<file path="src/rtl/piso_serializer_if.sv">
// ---------------------------------------------------------------------------
// piso_serializer_if
//
// Bundles the parallel-side handshake and the serial-side strobes of the
// parallel-in / serial-out stage so that the serializer and whatever drives
// it share a single port.
//
// Parameters
//   WIDTH  - parallel word length in bits (equals the downstream sipo WIDTH)
//   GAP_W  - width of the inter-bit gap field
//
// Signals
//   in_valid  - producer has a word on in_data
//   in_ready  - serializer can accept a word this cycle
//   in_data   - parallel word, bit WIDTH-1 is sent first
//   gap       - idle cycles between consecutive bit strobes of one word
//   load      - one-cycle bit strobe to the downstream sipo
//   data_out  - serial bit, meaningful only while load=1 (0 otherwise)
//   busy      - a word is in progress (acceptance .. last load)
//   done      - one-cycle pulse in the cycle after the last load of a word
//
// Modports
//   master - the word producer (drives in_valid/in_data/gap)
//   slave  - the serializer itself
// ---------------------------------------------------------------------------
interface piso_serializer_if #(
    parameter int WIDTH = 42,
    parameter int GAP_W = 5
);
    logic             in_valid;
    logic             in_ready;
    logic [WIDTH-1:0] in_data;
    logic [GAP_W-1:0] gap;
    logic             load;
    logic             data_out;
    logic             busy;
    logic             done;

    modport master (
        output in_valid,
        output in_data,
        output gap,
        input  in_ready,
        input  load,
        input  data_out,
        input  busy,
        input  done
    );

    modport slave (
        input  in_valid,
        input  in_data,
        input  gap,
        output in_ready,
        output load,
        output data_out,
        output busy,
        output done
    );
endinterface

</file>
<file path="src/rtl/piso_serializer.sv">
// ---------------------------------------------------------------------------
// piso_serializer
//
// Parallel-in, serial-out stage feeding a sipo shift register. A WIDTH-bit
// word is accepted over a valid/ready handshake and emitted MSB first as
// single-cycle load/data_out strobes. A gap of idle cycles, latched with the
// word, is inserted between consecutive bit strobes to model slow links.
//
// Ports
//   clk   - system clock, rising edge
//   rst   - asynchronous reset, active high
//   bus   - piso_serializer_if.slave:
//             in_valid/in_ready/in_data/gap  (parallel side)
//             load/data_out                  (serial strobes)
//             busy/done                      (status)
//
// Timing summary
//   accept at edge N  -> first load in cycle N+1
//   load spacing      -> gap_q+1 cycles
//   done              -> cycle after the last load, in_ready already high
//   every output is a flop; nothing combinational from in_valid to in_ready
// ---------------------------------------------------------------------------
module piso_serializer #(
    parameter int WIDTH = 42,
    parameter int GAP_W = 5
) (
    input  logic                clk,
    input  logic                rst,
    piso_serializer_if.slave    bus
);

    // Bit counter only ever holds WIDTH-1 .. 0.
    localparam int CNT_W = (WIDTH > 1) ? $clog2(WIDTH) : 1;

    typedef enum logic [1:0] {
        IDLE  = 2'd0,
        SHIFT = 2'd1,
        GAP   = 2'd2
    } state_t;

    state_t             state_q;
    logic [WIDTH-1:0]   shift_q;
    logic [WIDTH-1:0]   shift_d;
    logic [CNT_W-1:0]   bit_cnt_q;
    logic [GAP_W-1:0]   gap_q;
    logic [GAP_W-1:0]   gap_cnt_q;

    logic               load_q;
    logic               data_out_q;
    logic               busy_q;
    logic               done_q;
    logic               in_ready_q;

    logic               accept;

    // in_ready_q is a flop, so the handshake never loops back combinationally.
    assign accept = bus.in_valid && in_ready_q;

    // Shift register contents after one left shift; its MSB is the next bit
    // to go out when the following strobe comes without a gap.
    generate
        for (genvar gi = 0; gi < WIDTH; gi++) begin : g_shift
            if (gi == 0) begin : g_lsb
                assign shift_d[gi] = 1'b0;
            end else begin : g_upper
                assign shift_d[gi] = shift_q[gi-1];
            end
        end
    endgenerate

    // -----------------------------------------------------------------------
    // Control FSM with registered outputs. Output flops are loaded with the
    // value they must show in the state being entered, so load/data_out line
    // up exactly with SHIFT cycles and done lands on the first IDLE cycle.
    // -----------------------------------------------------------------------
    always_ff @(posedge clk or posedge rst) begin
        if (rst) begin
            state_q    <= IDLE;
            shift_q    <= '0;
            bit_cnt_q  <= '0;
            gap_q      <= '0;
            gap_cnt_q  <= '0;
            load_q     <= 1'b0;
            data_out_q <= 1'b0;
            busy_q     <= 1'b0;
            done_q     <= 1'b0;
            in_ready_q <= 1'b1;
        end else begin
            // done is a single-cycle pulse unless re-armed below.
            done_q <= 1'b0;

            case (state_q)
                IDLE: begin
                    if (accept) begin
                        state_q    <= SHIFT;
                        shift_q    <= bus.in_data;
                        gap_q      <= bus.gap;
                        bit_cnt_q  <= CNT_W'(WIDTH - 1);
                        gap_cnt_q  <= '0;
                        busy_q     <= 1'b1;
                        in_ready_q <= 1'b0;
                        load_q     <= 1'b1;
                        data_out_q <= bus.in_data[WIDTH-1];
                    end
                end

                SHIFT: begin
                    if (bit_cnt_q == '0) begin
                        // Last bit just went out.
                        state_q    <= IDLE;
                        busy_q     <= 1'b0;
                        done_q     <= 1'b1;
                        in_ready_q <= 1'b1;
                        load_q     <= 1'b0;
                        data_out_q <= 1'b0;
                    end else begin
                        bit_cnt_q <= bit_cnt_q - CNT_W'(1);
                        shift_q   <= shift_d;
                        if (gap_q != '0) begin
                            state_q    <= GAP;
                            gap_cnt_q  <= gap_q;
                            load_q     <= 1'b0;
                            data_out_q <= 1'b0;
                        end else begin
                            // Back-to-back strobe: next bit is the MSB of
                            // the shifted register.
                            load_q     <= 1'b1;
                            data_out_q <= shift_d[WIDTH-1];
                        end
                    end
                end

                GAP: begin
                    // Counter runs gap_q..1, giving exactly gap_q idle cycles.
                    if (gap_cnt_q == GAP_W'(1)) begin
                        state_q    <= SHIFT;
                        gap_cnt_q  <= '0;
                        load_q     <= 1'b1;
                        data_out_q <= shift_q[WIDTH-1];
                    end else begin
                        gap_cnt_q <= gap_cnt_q - GAP_W'(1);
                    end
                end

                default: begin
                    // Unreachable encoding: recover to a clean idle state.
                    state_q    <= IDLE;
                    busy_q     <= 1'b0;
                    in_ready_q <= 1'b1;
                    load_q     <= 1'b0;
                    data_out_q <= 1'b0;
                end
            endcase
        end
    end

    assign bus.in_ready = in_ready_q;
    assign bus.load     = load_q;
    assign bus.data_out = data_out_q;
    assign bus.busy     = busy_q;
    assign bus.done     = done_q;

endmodule

</file>
<file path="src/flat_wrapper.sv">
// flat-port wrapper written by rule: the top's interface ports become plain ports
module piso_serializer_flat 
#(
    parameter int WIDTH = 42,
    parameter int GAP_W = 5
)
  (clk, rst, bus_in_valid, bus_in_data, bus_gap, bus_in_ready, bus_load, bus_data_out, bus_busy, bus_done);
  piso_serializer_if #(.WIDTH(WIDTH), .GAP_W(GAP_W)) bus_i ();
  input  logic clk;
  input  logic rst;
  input wire logic [$bits(bus_i.in_valid)-1:0] bus_in_valid;
  input wire logic [$bits(bus_i.in_data)-1:0] bus_in_data;
  input wire logic [$bits(bus_i.gap)-1:0] bus_gap;
  output wire logic [$bits(bus_i.in_ready)-1:0] bus_in_ready;
  output wire logic [$bits(bus_i.load)-1:0] bus_load;
  output wire logic [$bits(bus_i.data_out)-1:0] bus_data_out;
  output wire logic [$bits(bus_i.busy)-1:0] bus_busy;
  output wire logic [$bits(bus_i.done)-1:0] bus_done;
  assign bus_i.in_valid = bus_in_valid;
  assign bus_i.in_data = bus_in_data;
  assign bus_i.gap = bus_gap;
  assign bus_in_ready = bus_i.in_ready;
  assign bus_load = bus_i.load;
  assign bus_data_out = bus_i.data_out;
  assign bus_busy = bus_i.busy;
  assign bus_done = bus_i.done;
  piso_serializer #(.WIDTH(WIDTH), .GAP_W(GAP_W)) u_core (.clk(clk), .rst(rst), .bus(bus_i));
endmodule
</file>
<file path="config.mk">
export PLATFORM = sky130hd
export DESIGN_NAME = piso_serializer_flat
export DESIGN_NICKNAME = d
export VERILOG_FILES = /design/src/rtl/piso_serializer_if.sv /design/src/rtl/piso_serializer.sv /design/src/flat_wrapper.sv
export SDC_FILE = /design/constraint.sdc
export NUM_CORES = 1
export LEC_CHECK = 0
export ABC_AREA = 1
export ABC_CLOCK_PERIOD_IN_PS = 4150
export BUFFER_PORTS_ARGS = -buffer_cell sky130_fd_sc_hd__buf_2
export CORE_ASPECT_RATIO = 2
export CORE_MARGIN = 3
export CORE_UTILIZATION = 54
export CTS_CLUSTER_DIAMETER = 120
export DETAILED_ROUTE_END_ITERATION = 6
export GPL_ROUTABILITY_DRIVEN = 0
export GPL_TIMING_DRIVEN = 1
export PLACE_DENSITY = 0.77
export SETUP_SLACK_MARGIN = 0.15
export SLEW_MARGIN = 20
export SYNTH_ARGS = -nofsm -noshare
export SYNTH_HDL_FRONTEND = slang
export SYNTH_SLANG_ARGS = --single-unit
export TNS_END_PERCENT = 5
</file>
<file path="constraint.sdc">
create_clock -name clk -period 4.15 [get_ports clk]
set_clock_uncertainty 0.05 [all_clocks]
set_input_delay 1.0375 -clock clk [delete_from_list [all_inputs] [get_ports clk]]
set_output_delay 1.0375 -clock clk [all_outputs]
set_load 0.02 [all_outputs]
</file>
; ---- Yosys cells after proc, flatten, opt, wreduce, memory -nomap -nowiden
; Index checks and enable logic that the tools add are counted.
[totals]
reg_bits = 65
input_bits = 50
out_inout_bits = 5
elab_cells = 67
[op_classes]
add_sub_neg = 2
n_eq_ne = 9
n_mux = 33
bitwise_logic = 1
reduce_logical = 12
[ops]
columns = op, n
row1 = 42-bit two-way mux, 2
row2 = 42-bit one-hot mux with 2 select lines, 1
row3 = 5-bit two-way mux, 4
row4 = 5-bit one-hot mux with 3 select lines, 1
row5 = 1-bit two-way mux, 13
row6 = 6-bit two-way mux, 2
row7 = 1-bit one-hot mux with 3 select lines, 4
row8 = 6-bit one-hot mux with 2 select lines, 1
row9 = 3-bit AND reduction, 3
row10 = 2-bit two-way mux, 4
row11 = "2-bit by 1-bit inequality test with 1-bit output, second input constant", 4
row12 = 6-bit logical NOT, 1
row13 = 2-bit one-hot mux with 3 select lines, 1
row14 = "6-bit by 1-bit subtractor with 6-bit output, second input constant", 1
row15 = "5-bit by 1-bit == test with 1-bit output, second input constant", 1
row16 = 5-bit nonzero test, 1
row17 = "5-bit by 1-bit subtractor with 5-bit output, second input constant", 1
row18 = 2-bit AND reduction, 2
row19 = 4-bit AND reduction, 1
row20 = "3-bit by 1-bit inequality test with 1-bit output, second input constant", 1
row21 = 3-bit nonzero test, 1
row22 = "2-bit by 1-bit == test with 1-bit output, second input constant", 1
row23 = "2-bit == test, second input constant", 1
row24 = 2-bit logical NOT, 1
row25 = 4 further kinds, 4

; ---- Longest topological paths before layout
; Gate-level depths: netlist of run 1.
[depth]
ltp_word = 4
mapped_depth = 10
mapped_depth_nobuf = 10

; ---- Worst setup path before layout of run 1
; No wires, ideal clock.
[synth_timing]
path_type = input-to-reg
from = input port bus_in_valid
to = register u_core.shift_q[34]
setup_time_ps = 127
arrival_time_ps = 1746
required_time_ps = 3973
slack_ps = 2227
stages = 6
path_buffers = 2
path_cell_list = a21oi_2 > inv_2 > o211ai_2 > buf_6 > buf_4 > o21ai_0
[synth_via]
elab_chain_len = 3
[synth_lines]
columns = element, line_no
row1 = "start, declared", flat_wrapper.sv:11  ; input wire logic [$bits(bus_i.in_valid)-1:0] bus_in_valid;
row2 = 1-bit logical AND, piso_serializer.sv:57  ; assign accept = bus.in_valid && in_ready_q;
row3 = 2-bit by 1-bit inequality test with 1-bit output (no source line), -
row4 = 3-bit AND reduction (no source line), -
row5 = "end signal, assigned", piso_serializer.sv:96  ; shift_q <= bus.in_data;
row6 = "end signal, assigned", piso_serializer.sv:118  ; shift_q <= shift_d;
row7 = "end, declared", piso_serializer.sv:42  ; logic [WIDTH-1:0] shift_q;
; No other way between the ends.
; A chain may end at the register's enable or synchronous reset.

; ---- Worst setup path after layout of run 1
[layout_timing]
from = register u_core.state_q[1]
to = register u_core.shift_q[11]
[layout_via]
elab_chain_len = 3
elab_cells_between_ends = 7
classes_between = eq/ne: 3 / mux: 1 / reduce/logical: 3
[layout_lines]
columns = element, line_no
row1 = "start, declared", piso_serializer.sv:41  ; state_t state_q;
row2 = "start signal, assigned", piso_serializer.sv:78  ; state_q <= IDLE;
row3 = "start signal, assigned", piso_serializer.sv:95  ; state_q <= SHIFT;
row4 = "start signal, assigned", piso_serializer.sv:110  ; state_q <= IDLE;
row5 = 2-bit by 1-bit == test with 1-bit output or 2-bit logical NOT (tied branches), piso_serializer.sv:92  ; case (state_q)
row6 = "2-bit inequality test (no source line), or another cell as far along", -
row7 = 3-bit AND reduction (no source line), -
; Parallel ways exist; a longest one is shown, timed or not.

==> metrics.md, run 1 <==
| Metric | Value |
|---|---|
| CTS root buffer | clkbuf_16 |
| RSZ-0062 raised after global routing | false |
| Leak Pwr | 1.87 nW |
| Minimum clock period | 2.80 ns |
| Cell Area, Synth | 3300 um2 |
| GRT Total Usage | 21.8% |
| DRC | 0 |
| Distinct cell type count after synthesis | 24 |
| Gate Count Post-Synth | 366 |
| Storage cell area | 1630 um2 |
| Area taken by multi-input logic gates | 1480 um2 |
| Post-DRT Antenna Nets | 0 |
| CTS clk-pin slew, worst paths | 0.05 ns |
| Layout area overhead | 17.3% |
| Adder-Cell Fraction of Synth Area | 2.65% |
| Longest Clk Path Bufs | 2 |
| Reg-to-Reg Start | u_core.state_q[1] |
| Die H | 117 um |
| GR Overflow Total | 0 |
| Overall power | 1.45 mW |
| CTS sink count | 65 |
| Hold Buf Count CTS | 0 |
| Fmax | 358 MHz |
| Area post-placement | 3570 um2 |
| Seq cells post-synth | 65 |
| Cell area after layout | 3880 um2 |
| R2R depth | 6 |
| Worst Setup End Kind | flip-flop |
| Vias in the first global route | 2,686 |
| Post-synth EDFFs | 0 |
| Worst-Skew Late Latency | 0.33 ns |
| XOR/XNOR Fraction of Synth Area | 0% |
| CTS Buf Count | 9 |
| Hold Crit Depth | 2 |
| Pwr Density | 375 nW/um2 |
| # setup viols final | 0 |
| Die width | 61.3 um |
| Sequential area share after synthesis | 49.3% |
| Worst Tran Pin Value | 0.896 ns |
| Antenna violations before repair | 0 |
| First-pass iteration count of the detailed router | 4 |
| Initial drt markers | 97 |
| Main synth FF type | dfrtp_1 |
| Post-DP HPWL | 4900 um |
| Antenna cells | 0 |
| Type of the tightest min-delay check | flip-flop to flip-flop |
| Routed metal-1 wirelength | 2660 um |
| Max Slew Vio Count | 0 |
| Largest net degree at the start of global routing | 52 |
| Depth of the CTS H-tree | 3 |
| Vias per cell | 5.36 |
| Final core utilization | 66.8% |
| Rel. slew slack | 40.0% |
| CTS tree | built |
| Max Cap Viol | 0 |
| DR top layer | met4 |
| Post-synthesis mux area share | 13.8% |
| VDD IR max | 0.000413 V |
| Core ar. | 5810 um2 |
| Max FO, Critical Path | 50 |
| Worst setup SP type | flip-flop |
| Setup tns final | 0 ns |
| Post-CTS Resized | 0 |
| Hold Path Sink | u_core.bus.load |
| Total Nets Final | 475 |
| FF-to-FF End | u_core.shift_q[11] |
| Outcome | complete, no violations |
| WL/cell | 14.2 um |
| Simple-Gate Fraction of Synth Area | 18.8% |
| Initial Utilization | 56.9% |
| R2R setup slack | 1.35 ns |
| Met3 WL post-DR | 268 um |
| Commonest non-fill, non-tap cell in the layout | nand2_1 |
| Hold Crit Start | u_core.bus.load |
| Layout cell share with drive strength beyond 1 | 19.6% |
| CP Data Required Time | 4.29 ns |
| Cell Rows | 39 |
| Net Count, Synth | 423 |
| Routed WL | 6850 um |
| Port Buffers | 54 |
| Synth warn | 0 |
| Most frequent cells in the layout | nand2_1 (108), dfrtp_1 (64), buf_2 (54), o21ai_0 (43), mux2i_1 (41) |
| Hold WS | 0.426 ns |
| Fill cells | 484 |
| Largest family of logic cells by synthesized area | simple AND/OR/NAND/NOR gates |
| Final period utilization | 67.4% |
| CP arrival | 2.94 ns |
| Critical path class | flip-flop to flip-flop |
| Compound-cell area share of the yosys netlist | 9.31% |
| Io pins | 55 |
| Post-CTS Setup Inserts | 0 |
| Syn_area_per_cell | 9.03 um2 |
| First-pass GRT wire length | 11,400 um |
| Async SR Flop Fraction | 100% |
| Hold Vio Cnt, Final | 0 |
| Vias | 2,595 |
| Die area | 7150 um2 |
| Met2 wire len | 3690 um |
==> where the power goes <==
part / switching (mW) / internal (mW)
combinational: 0.0242 / 0.0237
clock: 0.257 / 0.513
sequential: 0 / 0.635
total: 0.282 / 1.17
==> critical path: stages, from the launching register on <==
cell,delay [ns]
dfrtp_1,0.41
inv_1,0.10
ha_2,0.71
nand4_2,0.29
o211ai_4,0.45
buf_4,0.50
o21ai_0,0.13
==> registers in the layout (all words and copies together) (netlist names) <==
name,cells
u_core.shift_q,42
u_core.gap_cnt_q,5
u_core.bus.load,1
u_core.bus.in_ready,1
u_core.gap_q,5
u_core.bus.data_out,1
u_core.state_q,2
u_core.bit_cnt_q,6
u_core.bus.done,1
u_core.bus.busy,1
==> routing by layer <==
layer | track usage (%) | vias to the layer above
met2 | 36.8 | 59
met5 | 0 | -
met1 | 23.0 | 1207
met4 | 13.2 | 0
li1 | - | 1309
met3 | 6.08 | 20
==> metrics by stage <==
step	cells	setup slack, ns
after global routing	484	1.02
final	484	1.35
after detailed placement	468	1.37
after global placement	468	1.45
after floorplan	366	1.44
after CTS	484	1.36
==> area by class of cell <==
class / instances / share of cell area, %
well taps: 61 / 1.97
clock inverters: 2 / 0.904
multi-input cells: 262 / 38.3
inverters: 23 / 2.26
flip-flops and latches: 65 / 42.0
repair buffers: 57 / 7.55
clock buffers: 14 / 7.07
==> worst max-delay path by stage <==
stage,slack (ns),to,cells after the start,start
final,1.35,u_core.shift_q[11],6,u_core.state_q[1]
after global placement,1.45,u_core.shift_q[17],6,u_core.state_q[1]
after global routing,1.02,u_core.shift_q[10],7,u_core.state_q[1]
after floorplan,1.44,u_core.bit_cnt_q[0],1,rst
after detailed placement,1.37,u_core.shift_q[19],6,u_core.state_q[1]
after CTS,1.36,u_core.shift_q[20],6,u_core.state_q[1]
==> cells in the mapped netlist (4+ instances only) <==
library cell | number | area (um2)
buf_6 | 5 | 56.3
ha_1 | 7 | 87.6
mux2_2 | 4 | 45.0
buf_2 | 8 | 40.0
mux2i_1 | 41 | 410
nand3_1 | 16 | 80.1
inv_1 | 22 | 82.6
dfrtp_1 | 64 | 1600
nor2_1 | 20 | 75.1
nand2_1 | 108 | 405
o21ai_1 | 6 | 30.0
a21oi_1 | 5 | 25.0
o21ai_0 | 43 | 215
==> cells by family after synthesis <==
| kind of cell | Yosys count |
|---|---|
| DFF | 65 |
| adders and majority gates | 7 |
| AOI/OAI and AO/OA | 58 |
| muxes | 45 |
| and+or+nand+nor | 152 |
| buffers and inverters | 39 |
No activity file was read; power rests on OpenSTA's default activity.
==> run 2, diff against run 1 <==
--- a/config.mk
+++ b/config.mk
@@ -5,17 +5,17 @@
 export SDC_FILE = /design/constraint.sdc
 export NUM_CORES = 1
 export LEC_CHECK = 0
-export ABC_AREA = 1
-export ABC_CLOCK_PERIOD_IN_PS = 4150
+export ABC_AREA = 0
+export ABC_CLOCK_PERIOD_IN_PS = 2330
 export BUFFER_PORTS_ARGS = -buffer_cell sky130_fd_sc_hd__buf_2
 export CORE_ASPECT_RATIO = 2
 export CORE_MARGIN = 3
-export CORE_UTILIZATION = 54
+export CORE_UTILIZATION = 51
 export CTS_CLUSTER_DIAMETER = 120
 export DETAILED_ROUTE_END_ITERATION = 6
 export GPL_ROUTABILITY_DRIVEN = 0
 export GPL_TIMING_DRIVEN = 1
-export PLACE_DENSITY = 0.77
+export PLACE_DENSITY = 0.76
 export SETUP_SLACK_MARGIN = 0.15
 export SLEW_MARGIN = 20
 export SYNTH_ARGS = -nofsm -noshare
==> constraint.sdc (replaced) <==
create_clock -name clk -period 2.33 [get_ports clk]
set_clock_uncertainty 0.05 [all_clocks]
set_input_delay 0.5825 -clock clk [delete_from_list [all_inputs] [get_ports clk]]
set_output_delay 0.5825 -clock clk [all_outputs]
set_load 0.02 [all_outputs]
==> run 2 against run 1 <==
- total power rose to 4.1 times the previous value
- sequential cell count unchanged
- count of clock-buffer cells in the layout fell by 1
- synthesized cell count fell by 11%
- fmax grew 35%
- setup slack got worse by 1.1 ns
- worst hold slack worse by 0.15 ns
- combinational power rose to 55 times the previous value
- die area rose by 7.2%
- non-clock buffer count up 9
==> metrics.md, run 2 <==
| Metric | Value |
|---|---|
| Layout area overhead | 19.0% |
| Initial Utilization | 52.9% |
| Die area | 7660 um2 |
| First-pass iteration count of the detailed router | 4 |
| Vias per cell | 5.34 |
| Placed instance count | 458 |
| Simple-Gate Fraction of Synth Area | 12.6% |
| Fmax | 484 MHz |
| GR Overflow Total | 0 |
| CTS Buf Count | 9 |
| Distinct cell type count after synthesis | 52 |
| CTS clk-pin slew, worst paths | 0.05 ns |
| Routed WL | 7030 um |
| Regs by FF count | u_core.shift_q (42), u_core.bit_cnt_q (6) |
| # setup viols final | 0 |
| Biggest register | u_core.shift_q |
| Combinational power share | 45.0% |
| Layout cell share with drive strength beyond 1 | 26.0% |
| Hold Vio Cnt, Final | 0 |
| Outcome | complete, no violations |
| Largest net degree at the start of global routing | 44 |
| Rel. slew slack | 58.6% |
| CTS root buffer | clkbuf_16 |
| Post-DRT Antenna Nets | 0 |
| Vias | 2,532 |
| Top-area cell type share of the netlist area | 47.6% |
| Worst path cell trace | inv_1 > ha_1 > or4b_4 > a21o_4 > a21oi_1 > mux2_1 |
| Antenna violations before repair | 0 |
| Total Nets Final | 440 |
| Non-filler instance count after layout | 474 |
| Most common cell in the netlist | dfrtp_1 |
| Sequential area share after synthesis | 48.4% |
| CP max stage delay | 0.50 ns |
| Syn_area_per_cell | 10.3 um2 |
| R2R setup slack | 0.27 ns |
| Worst setup SP type | flip-flop |
| WP buf/inv | 1 |
| Port Buffers | 54 |
| Setup tns final | 0 ns |
| Post-CTS Setup Inserts | 0 |
| Cell Area, Synth | 3360 um2 |
| CTS sink count | 65 |
| Switching share of power | 38.7% |
| DRC | 0 |
| Worst-Skew Late Latency | 0.33 ns |
| Worst Tran Pin Value | 0.620 ns |
| Largest family of logic cells by synthesized area | compound AO/OA/AOI/OAI gates |
| Max Cap Viol | 0 |
| Longest Clk Path Bufs | 2 |
| Net Count, Synth | 382 |
| Seq cells post-synth | 65 |
| XOR/XNOR Fraction of Synth Area | 0% |
| Synth warn | 0 |
| Final period utilization | 88.6% |
| Max Slew Vio Count | 0 |
| CTS tree | built |
| Cell Rows | 41 |
| Slowest CP cell | or4b_4 |
| Internal | 3.62 mW |
| Most area-consuming cells after synthesis | dfrtp_1 (48%), mux2i_1 (12%), o21ai_0 (7.6%), nand2_1 (5.5%), ha_1 (2.6%) |
| Most frequent cells in the layout | dfrtp_1 (64), buf_2 (54), o21ai_0 (51), nand2_1 (49), mux2i_1 (41) |
| Yosys top cell by area | dfrtp_1 |
| CP arrival | 2.23 ns |
| Max FO, Critical Path | 7 |
| Leak Pwr | 1.85 nW |
| Sequential cell fraction of total power | 34.1% |
| Type of the tightest min-delay check | input port to async pin |
| Psw | 2.29 mW |
| First-pass GRT wire length | 11,700 um |
| Die width | 63.4 um |
| GRT Total Usage | 19.9% |
| Minimum clock period | 2.06 ns |
| Async SR Flop Fraction | 100% |
| Main synth FF type | dfrtp_1 |
| VDD IR max | 0.000836 V |
| Critical path class | flip-flop to flip-flop |
| Core ar. | 6360 um2 |
| Gate Count Post-Synth | 325 |
| Clk network pwr share | 20.9% |
| Pwr Density | 1480 nW/um2 |
| Post-DP HPWL | 5200 um |
| Post-synthesis mux area share | 14.2% |
| Commonest non-fill, non-tap cell in the layout | dfrtp_1 |
| Delay-heaviest family, CP | simple AND/OR/NAND/NOR gates |
| Hold Buf Count CTS | 0 |
| CP Data Required Time | 2.49 ns |
| Vias in the first global route | 2,521 |
| Worst Setup End Kind | flip-flop |
| RSZ-0062 raised after global routing | false |
| Largest register FFs | 42 |
| Io pins | 55 |
| Die H | 121 um |
| Depth of the CTS H-tree | 3 |
| Post-synth EDFFs | 0 |
| Adder-Cell Fraction of Synth Area | 2.60% |
| Compound-cell area share of the yosys netlist | 17.0% |
| Antenna cells | 0 |
| WL/cell | 14.8 um |
| Most frequent cells after synthesis | dfrtp_1 (64), o21ai_0 (51), nand2_1 (49) |
| Initial drt markers | 120 |
==> run 2: power by group through the flow <==
stage	Sequential [mW]	Combinational, mW	Clock [mW]
floorplan	1.96	2.23	0
global placement	1.99	2.59	0
detailed placement	2.03	2.67	0
CTS	2.01	2.68	1.26
global route	2.07	3.04	1.30
finish	2.01	2.66	1.24
==> run 2: timing repair <==
| item | in CTS | in global routing |
|---|---|---|
| resized for setup | 0 | 1 |
| endpoints found under the hold margin | 0 | 0 |
| endpoints found under the setup margin | 0 | 3 |
==> run 2: cell type report <==
cell class	instances	area [um2]
clock buffers	13	260
well taps	86	108
fillers	566	2360
repair buffers	66	385
multi-input cells	231	1570
flip-flops and latches	65	1630
clock inverters	3	15.0
inverters	10	41.3
==> run 2: cell families after synthesis <==
kind of cell    count (synthesis)
mux                            47
buf+inv                        29
flops                          65
compound gates                 88
simple gates                   89
fa+ha+maj                       7
==> run 2: worst reg2reg max path: stages, from the launching register on <==
cell and delay, ns:
dfrtp_1 0.38, inv_1 0.10, ha_1 0.19, or4b_4 0.51, a21o_4 0.27, a21oi_1 0.13, mux2_1 0.33
==> run 2: per-stage QoR <==
stage          setup slack (ns)  hold WS, ns  power [mW]  utilization (%)  cell area (um2)
5_1_grt                   0.177        0.313        6.42             62.9             4000
4_1_cts                   0.219        0.288        5.95             62.9             4000
3_5_place_dp              0.233        0.411        4.70             58.5             3720
2_1_floorplan             0.401        0.398        4.19                -             3370
6_report                  0.265        0.278        5.90             62.9             4000
3_3_place_gp              0.304        0.412        4.59             58.5             3720
==> run 2: routing by layer <==
| metal | vias to the layer above | global-route usage [%] | part of all wire (%) |
|---|---|---|---|
| met5 | - | 0 | 0 |
| met2 | 43 | 35.0 | 56 |
| met4 | 0 | 7.58 | 1.6 |
| met3 | 6 | 5.76 | 3.1 |
| li1 | 1281 | - | - |
| met1 | 1202 | 22.4 | 39 |
==> run 2: worst paths after layout <==
kind                                        to           startpoint  cells past startpoint
setup / recovery             u_core.state_q[0]  u_core.gap_cnt_q[1]                      6
hold / removal              u_core.shift_q[30]                  rst                      2
setup reg to reg             u_core.state_q[0]  u_core.gap_cnt_q[1]                      6
hold reg to reg            u_core.bus.data_out  u_core.bus.data_out                      2
max in group asynchronous  u_core.bus.in_ready                  rst                      3
min in group clk           u_core.bus.data_out  u_core.bus.data_out                      2
==> run 3, diff against run 2 <==
--- a/config.mk
+++ b/config.mk
@@ -15,9 +15,9 @@
 export DETAILED_ROUTE_END_ITERATION = 6
 export GPL_ROUTABILITY_DRIVEN = 0
 export GPL_TIMING_DRIVEN = 1
+export MAX_ROUTING_LAYER = met4
 export PLACE_DENSITY = 0.76
 export SETUP_SLACK_MARGIN = 0.15
-export SLEW_MARGIN = 20
 export SYNTH_ARGS = -nofsm -noshare
 export SYNTH_HDL_FRONTEND = slang
 export SYNTH_SLANG_ARGS = --single-unit
==> run 3 against run 2 <==
- die area unchanged
- via count down 0.43%
- utilization unchanged
- highest routed layer unchanged
- non-clock buffer count unchanged
- worst hold slack worse by 0.0039 ns
- register-to-register slack about the same
- total power about the same
- final area unchanged
- sequential share of layout area unchanged
- global-route usage up 0.55 points
==> metrics.md, run 3 (synthesis results as in run 2) <==
| Metric | Value |
|---|---|
| Pwr Density | 1470 nW/um2 |
| Final period utilization | 88.7% |
| Io pins | 55 |
| WL/cell | 14.7 um |
| CP Launch Point | u_core.gap_cnt_q[1] |
| Setup tns final | 0 ns |
| Type of the tightest min-delay check | input port to async pin |
| R2R setup slack | 0.26 ns |
| Switching share of power | 38.7% |
| CP arrival | 2.23 ns |
| Worst Setup End Kind | flip-flop |
| Worst setup SP type | flip-flop |
| Storage cell area | 1630 um2 |
| Initial Utilization | 52.9% |
| Die width | 63.4 um |
| WP buf/inv | 1 |
| Psw | 2.28 mW |
| Internal | 3.62 mW |
| Clk network pwr share | 20.9% |
| CP max stage delay | 0.51 ns |
| CTS Buf Count | 9 |
| Vias per cell | 5.32 |
| Rel. slew slack | 59.1% |
| Area taken by multi-input logic gates | 1570 um2 |
| Die area | 7660 um2 |
| Non-filler instance count after layout | 474 |
| Initial drt markers | 129 |
| Layout area overhead | 19.0% |
| Max Slew Vio Count | 0 |
| Commonest non-fill, non-tap cell in the layout | dfrtp_1 |
| Placed instance count | 458 |
| R2R depth | 6 |
| Most frequent cells in the layout | dfrtp_1 (64), buf_2 (54), o21ai_0 (51), nand2_1 (49), mux2i_1 (41) |
| CTS sink count | 65 |
| Reg-to-Reg Start | u_core.gap_cnt_q[1] |
| Slowest CP cell | or4b_4 |
| Fmax | 484 MHz |
| Core ar. | 6360 um2 |
| GRT Total Usage | 20.5% |
| Antenna violations before repair | 0 |
| Layout cell share with drive strength beyond 1 | 26.0% |
| DRC | 0 |
| Cell Rows | 41 |
| CTS root buffer | clkbuf_16 |
| Sequential cell fraction of total power | 34.1% |
| First-pass GRT wire length | 11,700 um |
| Hold Buf Count CTS | 0 |
| Fill cells | 566 |
| # setup viols final | 0 |
| Total Nets Final | 440 |
| RSZ-0062 raised after global routing | false |
| Largest net degree at the start of global routing | 44 |
| CTS clk-pin slew, worst paths | 0.05 ns |
| CP Depth | 6 |
| Biggest register | u_core.shift_q |
| First-pass iteration count of the detailed router | 4 |
| CP Data Required Time | 2.49 ns |
| Worst-Skew Late Latency | 0.33 ns |
| Post-DP HPWL | 5200 um |
| Delay-heaviest family, CP | simple AND/OR/NAND/NOR gates |
| Combinational power share | 45.0% |
| Post-DRT Antenna Nets | 0 |
| Worst Tran Pin Value | 0.612 ns |
| Critical Path Sink | u_core.state_q[0] |
| Vias in the first global route | 2,523 |
| Depth of the CTS H-tree | 3 |
| Max FO, Critical Path | 7 |
| Largest register FFs | 42 |
| VDD IR max | 0.000834 V |
| FF-to-FF End | u_core.state_q[0] |
| Die H | 121 um |
| Leak Pwr | 1.85 nW |
| Routed WL | 6990 um |
| Port Buffers | 54 |
| Max Cap Viol | 0 |
| Critical path class | flip-flop to flip-flop |
| Longest Clk Path Bufs | 2 |
| Outcome | complete, no violations |
| GR Overflow Total | 0 |
| Regs by FF count | u_core.shift_q (42), u_core.bit_cnt_q (6) |
| Worst path cell trace | inv_1 > ha_1 > or4b_4 > a21o_4 > a21oi_1 > mux2_1 |
| Hold Vio Cnt, Final | 0 |
| Vias | 2,521 |
| Minimum clock period | 2.07 ns |
| Antenna cells | 0 |
| CTS tree | built |
==> run 3: cell counts in the layout (fill, tap and decap cells not counted) <==
No cell type changed its count.
==> run 3: through the flow <==
stage	utilization [%]	setup slack [ns]	hold slack, ns	area, um2	total power, mW
3_3_place_gp	58.5	0.304	0.412	3720	4.59
6_report	62.9	0.264	0.274	4000	5.90
5_1_grt	62.9	0.177	0.312	4000	6.41
2_1_floorplan	-	0.401	0.398	3370	4.19
4_1_cts	62.9	0.219	0.288	4000	5.95
3_5_place_dp	58.5	0.233	0.411	3720	4.70
==> run 3: worst min-delay path by stage <==
stage                     endpoint           startpoint  slack, ns
2_1_floorplan    u_core.shift_q[6]    u_core.shift_q[6]       0.40
3_3_place_gp    u_core.shift_q[36]   u_core.shift_q[36]       0.41
3_5_place_dp   u_core.bus.data_out  u_core.bus.data_out       0.41
4_1_cts          u_core.state_q[0]                  rst       0.29
5_1_grt         u_core.shift_q[30]                  rst       0.31
6_report        u_core.shift_q[30]                  rst       0.27
==> run 3: final cells by class <==
cell class / count / area share, %
flip-flops and latches: 65 / 40.7
multi-input cells: 231 / 39.1
repair buffers: 66 / 9.63
clock buffers: 13 / 6.50
well taps: 86 / 2.69
inverters: 10 / 1.03
clock inverters: 3 / 0.375
==> run 3: power by group through the flow <==
| stage | sequential (mW) | clock (mW) | combinational (mW) |
|---|---|---|---|
| floorplan | 1.96 | 0 | 2.23 |
| CTS | 2.01 | 1.26 | 2.68 |
| global route | 2.07 | 1.30 | 3.04 |
| detailed placement | 2.03 | 0 | 2.67 |
| finish | 2.01 | 1.24 | 2.65 |
| global placement | 1.99 | 0 | 2.59 |
==> run 3: routing by layer <==
metal	wire length, um	vias to the layer above	GRT usage, %	share of wire [%]
met2	3960	41	35.0	57
met4	110	0	7.58	1.6
met3	213	6	5.76	3.0
li1	-	1280	-	-
met1	2710	1194	22.4	39
met5	0	-	-	0
==> run 3: repair_timing <==
| action | CTS | global route |
|---|---|---|
| endpoints found under the setup margin | 0 | 3 |
| buffers inserted | 0 | 0 |
| gates resized for setup | 0 | 1 |
